[src/rtl/operand_issue_stage.sv]
// ID/EX issue stage: regfile address drive, EX>MEM>WB>RF operand bypass,
// load-use hazard detection and a registered instruction toward execute.
module operand_issue_stage #(
  parameter int unsigned XLEN  = 32,
  parameter int unsigned AW    = 5,
  parameter int unsigned CNT_W = 32
) (
  input  logic             clk,
  input  logic             reset,
  input  logic             in_valid,
  output logic             in_ready,
  input  logic [XLEN-1:0]  in_pc,
  input  logic [AW-1:0]    in_rs1_addr,
  input  logic [AW-1:0]    in_rs2_addr,
  input  logic             in_uses_rs1,
  input  logic             in_uses_rs2,
  input  logic [AW-1:0]    in_rd_addr,
  input  logic             in_rd_we,
  input  logic             in_is_load,
  output logic [AW-1:0]    rf_rs1_addr,
  output logic [AW-1:0]    rf_rs2_addr,
  input  logic [XLEN-1:0]  rf_rs1_data,
  input  logic [XLEN-1:0]  rf_rs2_data,
  input  logic             ex_valid,
  input  logic [AW-1:0]    ex_rd,
  input  logic             ex_we,
  input  logic             ex_is_load,
  input  logic [XLEN-1:0]  ex_data,
  input  logic             mem_valid,
  input  logic [AW-1:0]    mem_rd,
  input  logic             mem_we,
  input  logic [XLEN-1:0]  mem_data,
  input  logic             wb_we,
  input  logic [AW-1:0]    wb_rd,
  input  logic [XLEN-1:0]  wb_data,
  input  logic             flush,
  output logic             out_valid,
  input  logic             out_ready,
  output logic [XLEN-1:0]  out_pc,
  output logic [XLEN-1:0]  out_rs1_val,
  output logic [XLEN-1:0]  out_rs2_val,
  output logic [AW-1:0]    out_rd_addr,
  output logic             out_rd_we,
  output logic             out_is_load,
  output logic [CNT_W-1:0] load_use_stalls
);

  logic            ex_fwd, mem_fwd, wb_fwd;
  logic            hazard;
  logic            capture;
  logic [XLEN-1:0] rs1_val, rs2_val;

  assign rf_rs1_addr = in_rs1_addr;
  assign rf_rs2_addr = in_rs2_addr;

  // A load in EX has no data yet, so it is excluded from bypass and stalls instead
  assign ex_fwd  = ex_valid & ex_we & ~ex_is_load & (ex_rd != '0);
  assign mem_fwd = mem_valid & mem_we & (mem_rd != '0);
  assign wb_fwd  = wb_we & (wb_rd != '0);

  always_comb begin
    rs1_val = rf_rs1_data;
    if (in_rs1_addr == '0)                   rs1_val = '0;
    else if (ex_fwd  && ex_rd  == in_rs1_addr) rs1_val = ex_data;
    else if (mem_fwd && mem_rd == in_rs1_addr) rs1_val = mem_data;
    else if (wb_fwd  && wb_rd  == in_rs1_addr) rs1_val = wb_data;
  end

  always_comb begin
    rs2_val = rf_rs2_data;
    if (in_rs2_addr == '0)                   rs2_val = '0;
    else if (ex_fwd  && ex_rd  == in_rs2_addr) rs2_val = ex_data;
    else if (mem_fwd && mem_rd == in_rs2_addr) rs2_val = mem_data;
    else if (wb_fwd  && wb_rd  == in_rs2_addr) rs2_val = wb_data;
  end

  assign hazard = in_valid & ex_valid & ex_we & ex_is_load & (ex_rd != '0) &
                  ((in_uses_rs1 & (ex_rd == in_rs1_addr)) |
                   (in_uses_rs2 & (ex_rd == in_rs2_addr)));

  assign in_ready = ~hazard & (~out_valid | out_ready);
  assign capture  = in_valid & in_ready & ~flush;

  // Output register: flush beats capture beats drain; otherwise hold
  always_ff @(posedge clk or posedge reset) begin
    if (reset) begin
      out_valid   <= 1'b0;
      out_pc      <= '0;
      out_rs1_val <= '0;
      out_rs2_val <= '0;
      out_rd_addr <= '0;
      out_rd_we   <= 1'b0;
      out_is_load <= 1'b0;
    end else if (flush) begin
      out_valid <= 1'b0;
    end else if (capture) begin
      out_valid   <= 1'b1;
      out_pc      <= in_pc;
      out_rs1_val <= rs1_val;
      out_rs2_val <= rs2_val;
      out_rd_addr <= in_rd_addr;
      out_rd_we   <= in_rd_we;
      out_is_load <= in_is_load;
    end else if (out_ready) begin
      out_valid <= 1'b0;
    end
  end

  // Saturating load-use stall counter
  always_ff @(posedge clk or posedge reset) begin
    if (reset) begin
      load_use_stalls <= '0;
    end else if (hazard && !flush && load_use_stalls != '1) begin
      load_use_stalls <= load_use_stalls + CNT_W'(1);
    end
  end

endmodule
[config.mk]
export PLATFORM = sky130hd
export DESIGN_NAME = operand_issue_stage
export DESIGN_NICKNAME = d
export VERILOG_FILES = /design/src/rtl/operand_issue_stage.sv
export SDC_FILE = /design/constraint.sdc
export NUM_CORES = 1
export LEC_CHECK = 0
export CAP_MARGIN = 0
export CORE_AREA = 2 2 151 153
export DETAILED_ROUTE_END_ITERATION = 7
export DIE_AREA = 0 0 153 155
export PLACE_DENSITY = 0.7
export SYNTH_ARGS = -nofsm -noshare
export SYNTH_HDL_FRONTEND = slang
export SYNTH_SLANG_ARGS = --single-unit
[constraint.sdc]
create_clock -name clk -period 5.25 [get_ports clk]
set_clock_uncertainty 0.15 [all_clocks]
set_input_delay 1.05 -clock clk [delete_from_list [all_inputs] [get_ports clk]]
set_output_delay 1.05 -clock clk [all_outputs]
set_load 0.05 [all_outputs]
==> run_results.csv, run 1 <==
group,metric,value,unit
outcome,outcome,"finished, final reports clean",
detailed_routing,drc,0,
final_layout,syn_to_final_growth,57.05,%
synthesis,syn_inst,864,
sta,slew_headroom,0.2574,
sta,setup_viol,0,
final_layout,drive_gt1_frac,0.08663,
clock_tree,cts-htree-levels,4,
detailed_routing,route.vias.total,8430,
critical_path,required,4050,ps
placed_design,dp_cells,1465,
sta,slew_violations,0,
synthesis,ys_types,48,
min_path,min_path_cells,1,
final_layout,mostFrequentLayoutCells,"382 x clkdlybuf4s50_1, 150 x nand2_1, 136 x dfrtp_1",
clock_tree,clock-sinks,136,
placed_design,place_worst_setup_slack,1031,ps
sta,setup_tns,0,ps
synthesis,ys_warn_count,0,
power_and_ir_drop,power.total,4.068,mW
placed_design,place.port_buffers,383,
clock_tree,clk_latency,420,ps
synthesis,ys_ff_latch,136,
critical_path,critPathKind,"in -> out",
floorplanning,die-area,23720,sq um
critical_path,worstPathMaxFanout,13,
run,maxCapViolations,0,
clock_tree,cts_buffers,17,
critical_path,critPathCaptureType,"output pin",
floorplanning,ioPinCount,384,
clock_tree,postCtsSetupRepairBufs,0,
detailed_routing,wl_per_cell,22.54,microns
critical_path,worstRegToRegCells,5,
global_routing,track_usage,0.2760,
synthesis,syn_nets,1102,
critical_path,r2r_slack,2500,ps
synthesis,yosysSeqAreaShare,0.4176,
sta,finalCritPeriodShare,0.8045,
floorplanning,die-height,155,microns
sta,fmax,236.8,MHz
min_path,min_from,"out_pc[29]",
clock_tree,cts_tree,"yes",
floorplanning,initial_core_util,0.3667,
min_path,hold_path_end,"out_pc[29]",
synthesis,synth_edf_count,0,
final_layout,nFillCells,1962,
critical_path,arrival,3020,ps
global_routing,grt_max_degree,81,
sta,setup_slack,1027,ps
floorplanning,row_count,55,
power_and_ir_drop,ir_drop,0.2176,mV
synthesis,synthesis.area,8150,sq um
critical_path,worstReg2RegStart,"load_use_stalls[22]",
global_routing,antenna_found_initial,4,
synthesis,synth_area_leaders,"dfrtp_1 42%, nand2_1 6.9%, mux2_4 5.5%, xor2_1 4.4%, a311o_1 3.9%",
detailed_routing,drtPass1Iterations,5,
critical_path,cp-startpoint,"in_rs1_addr[2]",
synthesis,avgSynthCellArea,9.433,sq um
sta,rsz0062_at_grt,"false",
floorplanning,die_w,153,microns
clock_tree,ctsResizeCount,0,
global_routing,gr-total-overflow,0,
sta,hold_ws,334.4,ps
power_and_ir_drop,power.density,317.8,nW/um^2
critical_path,startpoint_type,"primary input",
detailed_routing,ant_nets,0,
sta,finalHoldViolations,0,
critical_path,reg2reg_to,"load_use_stalls[1]",
clock_tree,ctsLongestPathBuffers,2,
placed_design,globalplace.congestion,0.9011,
power_and_ir_drop,p_leak,5.265,nW
synthesis,synth.top_cell.area_share,0.4176,
synthesis,ys.flop_type,"dfrtp_1",
clock_tree,path_clk_slew,60,ps
detailed_routing,drt_wl_total,33790,microns
global_routing,grt_pass1_vias,8295,
final_layout,final_cells,1499,
min_path,hp-class,"reg -> reg",
synthesis,yosysTopAreaCell,"dfrtp_1",
synthesis,synthArstFlopShare,1.000,
floorplanning,coreArea,22230,sq um
global_routing,grt_pass1_wl,50920,microns
final_layout,num-nets-final,1437,
detailed_routing,vias_per_cell,5.624,
sta,worst_pin_slew,1111,ps
placed_design,dpl.hpwl,23420,microns
sta,min_period,4223,ps
final_layout,final_common_cell,"clkdlybuf4s50_1",
clock_tree,cts.hold.buffers_added,0,
detailed_routing,drtIter0Drc,703,
clock_tree,root_buffer,"clkbuf_16",
-- synthesized netlist by cell type (2+ instances only) --
cell / number
a21oi_1: 33
a221oi_1: 32
a311o_1: 32
a31oi_1: 32
and2_1: 2
and3_1: 39
and4_1: 6
buf_1: 6
buf_2: 18
buf_4: 18
buf_6: 7
clkbuf_1: 37
dfrtp_1: 136
inv_1: 7
mux2_1: 5
mux2_2: 5
mux2_4: 30
nand2_1: 150
nand3_1: 11
nand4_1: 5
nor2_1: 71
nor3_1: 16
nor3b_1: 2
nor4_1: 10
nor4_2: 3
o211ai_1: 3
o2bb2ai_1: 32
o31a_1: 32
or2_1: 2
or3_1: 4
or4_1: 4
xnor2_1: 18
xor2_1: 41
-- where the power goes --
| group | switching (mW) | internal, mW |
|---|---|---|
| Clock | 0.530 | 0.862 |
| Combinational | 0.833 | 0.573 |
| Sequential | 0.0858 | 1.19 |
-- metal layers --
layer / part of all wire / track usage / vias to the layer above
met3: 0.077 / 0.06435 / 53
met2: 0.48 / 0.4480 / 467
met5: 0.00080 / 0 / -
met4: 0.023 / 0.08907 / 4
li1: - / - / 3826
met1: 0.42 / 0.3668 / 4080
-- kinds of logic after synthesis --
kind of cell	share of synthesized area
muxes	0.06908
xor gates and xnor gates	0.06340
DFF	0.4176
AOI/OAI and AO/OA	0.1976
and+or+nand+nor	0.1905
adders and majority gates	0.001535
buffers and inverters	0.06033
-- sequential cells by signal (all words and copies together) (netlist names) --
name,count
out_valid,1
out_pc,32
out_rd_we,1
out_rs1_val,32
load_use_stalls,32
out_rd_addr,5
out_is_load,1
out_rs2_val,32
-- per-stage QoR --
| stage | util | instance area, sq um |
|---|---|---|
| floorplan | - | 8150 |
| global placement | 0.5457 | 12130 |
| detailed placement | 0.5457 | 12130 |
| CTS | 0.5756 | 12790 |
| global route | 0.5759 | 12800 |
| finish | 0.5759 | 12800 |
-- worst max-delay path: stages --
cell and delay (ps):
clkdlybuf4s50_1 540, xor2_1 200, a2111o_1 410, nor3_2 270, o21ai_4 180, and2_1 180, buf_4 180
-- area by class of cell --
cell class | count | area [sq um] | share of cell area
flip-flops and latches | 136 | 3403 | 0.2659
diodes | 2 | 5.005 | 0.0003910
clock buffers | 18 | 429.2 | 0.03353
repair buffers | 402 | 4011 | 0.3134
clock inverters | 14 | 235.2 | 0.01838
well taps | 285 | 356.6 | 0.02786
inverters | 7 | 31.28 | 0.002444
multi-input cells | 635 | 4328 | 0.3381
-- how the worst max path moves through the flow --
stage | endpoint | slack [ps]
after floorplan | load_use_stalls[0] | 410
after global placement | in_ready | 1090
after detailed placement | in_ready | 1030
after CTS | in_ready | 1020
after global routing | in_ready | 960
final | in_ready | 1030
Note: power is estimated with default switching activity, not from simulation.
==> inputs of run 2 (changes only) <==
- CORE_AREA: 2 2 151 153 -> not set
- CORE_MARGIN: not set -> 2
- CORE_UTILIZATION: not set -> 38
- DIE_AREA: 0 0 153 155 -> not set
- PLACE_DENSITY: 0.7 -> 0.75
- clock period: 5.25 -> 3.55 ns (I/O delays scaled with it)
==> run_results.csv, run 2 (synthesis gave the netlist of run 1 again) <==
group,metric,value,unit
critical_path,path_depth,7,
run,maxCapViolations,0,
clock_tree,path_clk_slew,60,ps
critical_path,cp_cell_sequence,"clkdlybuf4s50_1 -> xor2_1 -> a2111o_1 -> nor3_2 -> o21ai_4 -> and2_1 -> buf_12",
sta,rsz0062_at_grt,"false",
floorplanning,die_w,150.5,microns
clock_tree,cts.hold.buffers_added,0,
floorplanning,die-area,22640,sq um
floorplanning,initial_core_util,0.3877,
critical_path,reg2reg_to,"load_use_stalls[25]",
global_routing,gr-usage-met3,0.08667,
sta,hold_ws,335.1,ps
critical_path,worstRegToRegCells,6,
final_layout,syn_to_final_growth,59.56,%
global_routing,busiest_layer,"met2",
power_and_ir_drop,power.density,452.3,nW/um^2
detailed_routing,wl_per_cell,22.43,microns
critical_path,cp-startpoint,"in_rs1_addr[2]",
detailed_routing,drtPass1Iterations,5,
sta,finalHoldViolations,0,
sta,min_period,3403,ps
clock_tree,clock-sinks,136,
clock_tree,cts_tree,"yes",
global_routing,gr-total-overflow,0,
final_layout,diodes,0,
clock_tree,ctsResizeCount,0,
detailed_routing,drt_wl_total,33850,microns
clock_tree,ctsLongestPathBuffers,2,
global_routing,antenna_found_initial,3,
floorplanning,coreArea,21020,sq um
global_routing,gr-usage-met1,0.3651,
sta,setup_viol,0,
placed_design,globalplace.congestion,0.8903,
global_routing,use_met2,0.4748,
placed_design,place.port_buffers,383,
clock_tree,root_buffer,"clkbuf_16",
final_layout,num-nets-final,1459,
power_and_ir_drop,power.total,5.882,mW
critical_path,startpoint_type,"primary input",
power_and_ir_drop,ir_drop,0.2863,mV
final_layout,post-route-util,0.6187,
global_routing,track_usage,0.2927,
critical_path,worstReg2RegStart,"load_use_stalls[23]",
critical_path,critPathKind,"in -> out",
detailed_routing,route.vias.total,8636,
critical_path,r2r_slack,1020,ps
final_layout,final_common_cell,"clkdlybuf4s50_1",
detailed_routing,drtIter0Drc,680,
sta,slew_violations,0,
clock_tree,clk_latency,420,ps
final_layout,mostFrequentLayoutCells,"382 x clkdlybuf4s50_1, 150 x nand2_1, 136 x dfrtp_1",
placed_design,dpl.hpwl,24010,microns
clock_tree,cts-htree-levels,4,
critical_path,cpLargestDelayFamily,"buffers and inverters",
detailed_routing,drc,0,
sta,finalCritPeriodShare,0.9586,
outcome,outcome,"finished, final reports clean",
critical_path,arrival,2540,ps
critical_path,required,2690,ps
min_path,hp-class,"reg -> reg",
sta,fmax,293.8,MHz
critical_path,critPathBufInv,2,
floorplanning,die-height,150.5,microns
global_routing,grt_pass1_vias,8732,
clock_tree,cts_buffers,17,
power_and_ir_drop,p_leak,5.379,nW
critical_path,cp-endpoint,"in_ready",
floorplanning,row_count,53,
global_routing,grt_pass1_wl,50410,microns
critical_path,critPathCaptureType,"output pin",
clock_tree,postCtsSetupRepairBufs,0,
sta,slew_headroom,0.2735,
critical_path,crit_slowest_cell,"clkdlybuf4s50_1",
sta,setup_tns,0,ps
final_layout,drive_gt1_frac,0.1045,
final_layout,nFillCells,1773,
critical_path,slowest_delay,530,ps
detailed_routing,ant_nets,0,
sta,worst_pin_slew,1087,ps
critical_path,worstPathMaxFanout,5,
floorplanning,ioPinCount,384,
min_path,min_path_cells,1,
global_routing,grt_max_degree,65,
detailed_routing,vias_per_cell,5.723,
-- run 2: changes by cell type in the layout (fill, tap and decap cells not counted), sizes merged --
cell | previous run | this run
buf | 20 | 42
inv | 14 | 12
diode | 2 | 0
bufinv | 5 | 3
clkinvlp | 1 | 4
clkinv | 1 | 2
-- run 2: worst min-delay path by stage --
stage                         start              end  slack [ps]
floorplan           out_rs1_val[10]  out_rs1_val[10]         630
global placement     out_rd_addr[0]   out_rd_addr[0]         320
detailed placement  out_rs1_val[18]  out_rs1_val[18]         320
CTS                  out_rd_addr[1]   out_rd_addr[1]         340
global route        out_rs1_val[18]  out_rs1_val[18]         350
finish               out_rd_addr[1]   out_rd_addr[1]         340
-- run 2: cell type report --
| type | instances | area (sq um) | share of cell area |
|---|---|---|---|
| Clock inverter | 14 | 187.7 | 0.01443 |
| Multi-Input combinational cell | 635 | 4334 | 0.3333 |
| Clock buffer | 18 | 429.2 | 0.03300 |
| Tap cell | 275 | 344.1 | 0.02646 |
| Timing Repair Buffer | 424 | 4277 | 0.3288 |
| Sequential cell | 136 | 3403 | 0.2617 |
| Inverter | 7 | 30.03 | 0.002309 |
-- run 2: power breakdown --
part	switching (mW)	leakage, nW	internal [mW]
sequential	0.139	1.66	1.75
clock	0.757	0.292	1.13
combinational	1.23	3.43	0.871
-- run 2: through the flow --
step	setup WS [ps]	area [sq um]	instances
floorplan	545.3	8154	864
global placement	78.14	12390	1477
detailed placement	0.3875	12390	1477
CTS	155.0	13010	1509
global route	89.03	13010	1509
finish	146.9	13010	1509
-- run 2: layer usage --
| layer | vias to the layer above | part of all wire |
|---|---|---|
| met2 | 541 | 0.48 |
| met4 | 6 | 0.032 |
| met5 | - | 0.0014 |
| met3 | 79 | 0.099 |
| li1 | 3874 | - |
| met1 | 4136 | 0.39 |
-- run 2: worst reg2reg max path, stage by stage (launching register included) --
cell and delay (ps):
dfrtp_1 440, nand4_1 220, nor3_1 350, and4_1 690, buf_4 290, nor4_1 90
xor2_1 160
==> inputs of run 3 (changes only) <==
- CTS_BUF_LIST: not set -> sky130_fd_sc_hd__clkbuf_16
- SLEW_MARGIN: not set -> 10
==> run_results.csv, run 3 (synthesis gave the netlist of run 1 again) <==
group,metric,value,unit
detailed_routing,vias_per_cell,5.700,
critical_path,critPathKind,"in -> out",
global_routing,gr-total-overflow,0,
clock_tree,cts-htree-levels,4,
global_routing,track_usage,0.2927,
critical_path,startpoint_type,"primary input",
sta,hold_ws,335.3,ps
placed_design,place.port_buffers,383,
floorplanning,row_count,53,
sta,rsz0062_at_grt,"false",
floorplanning,ioPinCount,384,
detailed_routing,top_layer_used,"met5",
global_routing,grt_pass1_wl,50410,microns
sta,finalCritPeriodShare,0.9586,
detailed_routing,drtPass1Iterations,7,
critical_path,worstPathMaxFanout,5,
final_layout,drive_gt1_frac,0.1045,
detailed_routing,ant_nets,0,
final_layout,final_common_cell,"clkdlybuf4s50_1",
placed_design,globalplace.congestion,0.8903,
final_layout,post-route-util,0.6187,
min_path,hp-class,"reg -> reg",
power_and_ir_drop,ir_drop,0.2858,mV
outcome,outcome,"finished, final reports clean",
placed_design,dp_cells,1477,
critical_path,slowest_delay,530,ps
clock_tree,clk_latency,420,ps
clock_tree,ctsResizeCount,0,
clock_tree,cts.hold.buffers_added,0,
critical_path,critPathCaptureType,"output pin",
global_routing,grt_pass1_vias,8732,
detailed_routing,drt_wl_total,33910,microns
detailed_routing,wl_met2,16220,microns
floorplanning,die-height,150.5,microns
final_layout,nFillCells,1773,
critical_path,cp_cell_sequence,"clkdlybuf4s50_1 -> xor2_1 -> a2111o_1 -> nor3_2 -> o21ai_4 -> and2_1 -> buf_12",
detailed_routing,route.vias.total,8602,
critical_path,crit_slowest_cell,"clkdlybuf4s50_1",
global_routing,grt_max_degree,65,
floorplanning,die_w,150.5,microns
clock_tree,clock-sinks,136,
final_layout,final_cells,1509,
clock_tree,path_clk_slew,60,ps
sta,min_period,3403,ps
sta,slew_headroom,0.2698,
clock_tree,cts_buffers,17,
floorplanning,die-area,22640,sq um
sta,finalHoldViolations,0,
floorplanning,coreArea,21020,sq um
critical_path,required,2690,ps
sta,setup_tns,0,ps
critical_path,arrival,2540,ps
detailed_routing,drc,0,
detailed_routing,route.met3.wl,3460,microns
global_routing,antenna_found_initial,3,
power_and_ir_drop,power.total,5.881,mW
sta,slew_violations,0,
floorplanning,initial_core_util,0.3877,
power_and_ir_drop,power.density,452.2,nW/um^2
detailed_routing,wl_met1,13080,microns
power_and_ir_drop,p_leak,5.384,nW
sta,fmax,293.8,MHz
sta,worst_pin_slew,1092,ps
detailed_routing,drtIter0Drc,686,
clock_tree,cts_tree,"yes",
final_layout,diodes,0,
sta,setup_viol,0,
final_layout,regArea,3403,sq um
clock_tree,postCtsSetupRepairBufs,0,
placed_design,dpl.hpwl,24010,microns
final_layout,num-nets-final,1459,
run,maxCapViolations,0,
clock_tree,ctsLongestPathBuffers,2,
final_layout,multi_input_area,4334,sq um
final_layout,mostFrequentLayoutCells,"382 x clkdlybuf4s50_1, 150 x nand2_1, 136 x dfrtp_1",
final_layout,syn_to_final_growth,59.56,%
detailed_routing,wl_per_cell,22.47,microns
clock_tree,root_buffer,"clkbuf_16",
==> run 3: cell type report <==
type,instances,area share
multi-input cells,635,0.3333
well taps,275,0.02646
inverters,7,0.002309
clock buffers,17,0.03271
clock inverters,15,0.01472
repair buffers,424,0.3288
flip-flops and latches,136,0.2617
==> run 3: critical path: cells and delay by family <==
kind / cells / cell delay (ps)
buf+inv: 2 / 680
compound gates: 2 / 500
xor+xnor: 1 / 200
simple gates: 2 / 450
==> run 3: stage by stage <==
| stage | cell area [sq um] | setup WS [ps] |
|---|---|---|
| global route | 13010 | 89.03 |
| global placement | 12390 | 78.14 |
| CTS | 13010 | 155.0 |
| finish | 13010 | 146.9 |
| floorplan | 8154 | 545.3 |
| detailed placement | 12390 | 0.3875 |
==> run 3: report_power, final <==
group          internal (mW)  leakage, nW  switching (mW)
Combinational          0.871         3.43            1.23
Clock                   1.12        0.296           0.758
Sequential              1.75         1.66           0.140
Total                   3.75         5.38            2.13
==> run 3: path summary, 6_finish.rpt <==
kind	start	end	slack, ps	depth (start not counted)
min in group asynchronous	reset	load_use_stalls[31]	470	2
max in group asynchronous	reset	out_rs1_val[14]	1940	3
hold reg to reg	out_rd_addr[1]	out_rd_addr[1]	340	1
hold / removal	out_rd_addr[1]	out_rd_addr[1]	340	1
setup reg to reg	load_use_stalls[23]	load_use_stalls[25]	1030	6
setup / recovery	in_rs1_addr[2]	in_ready	150	7
==> run 3: layer usage <==
metal | vias to the layer above | GRT usage
met1 | 4115 | 0.3651
met2 | 532 | 0.4748
met4 | 6 | 0.1179
met3 | 81 | 0.08667
li1 | 3868 | -
met5 | - | 0
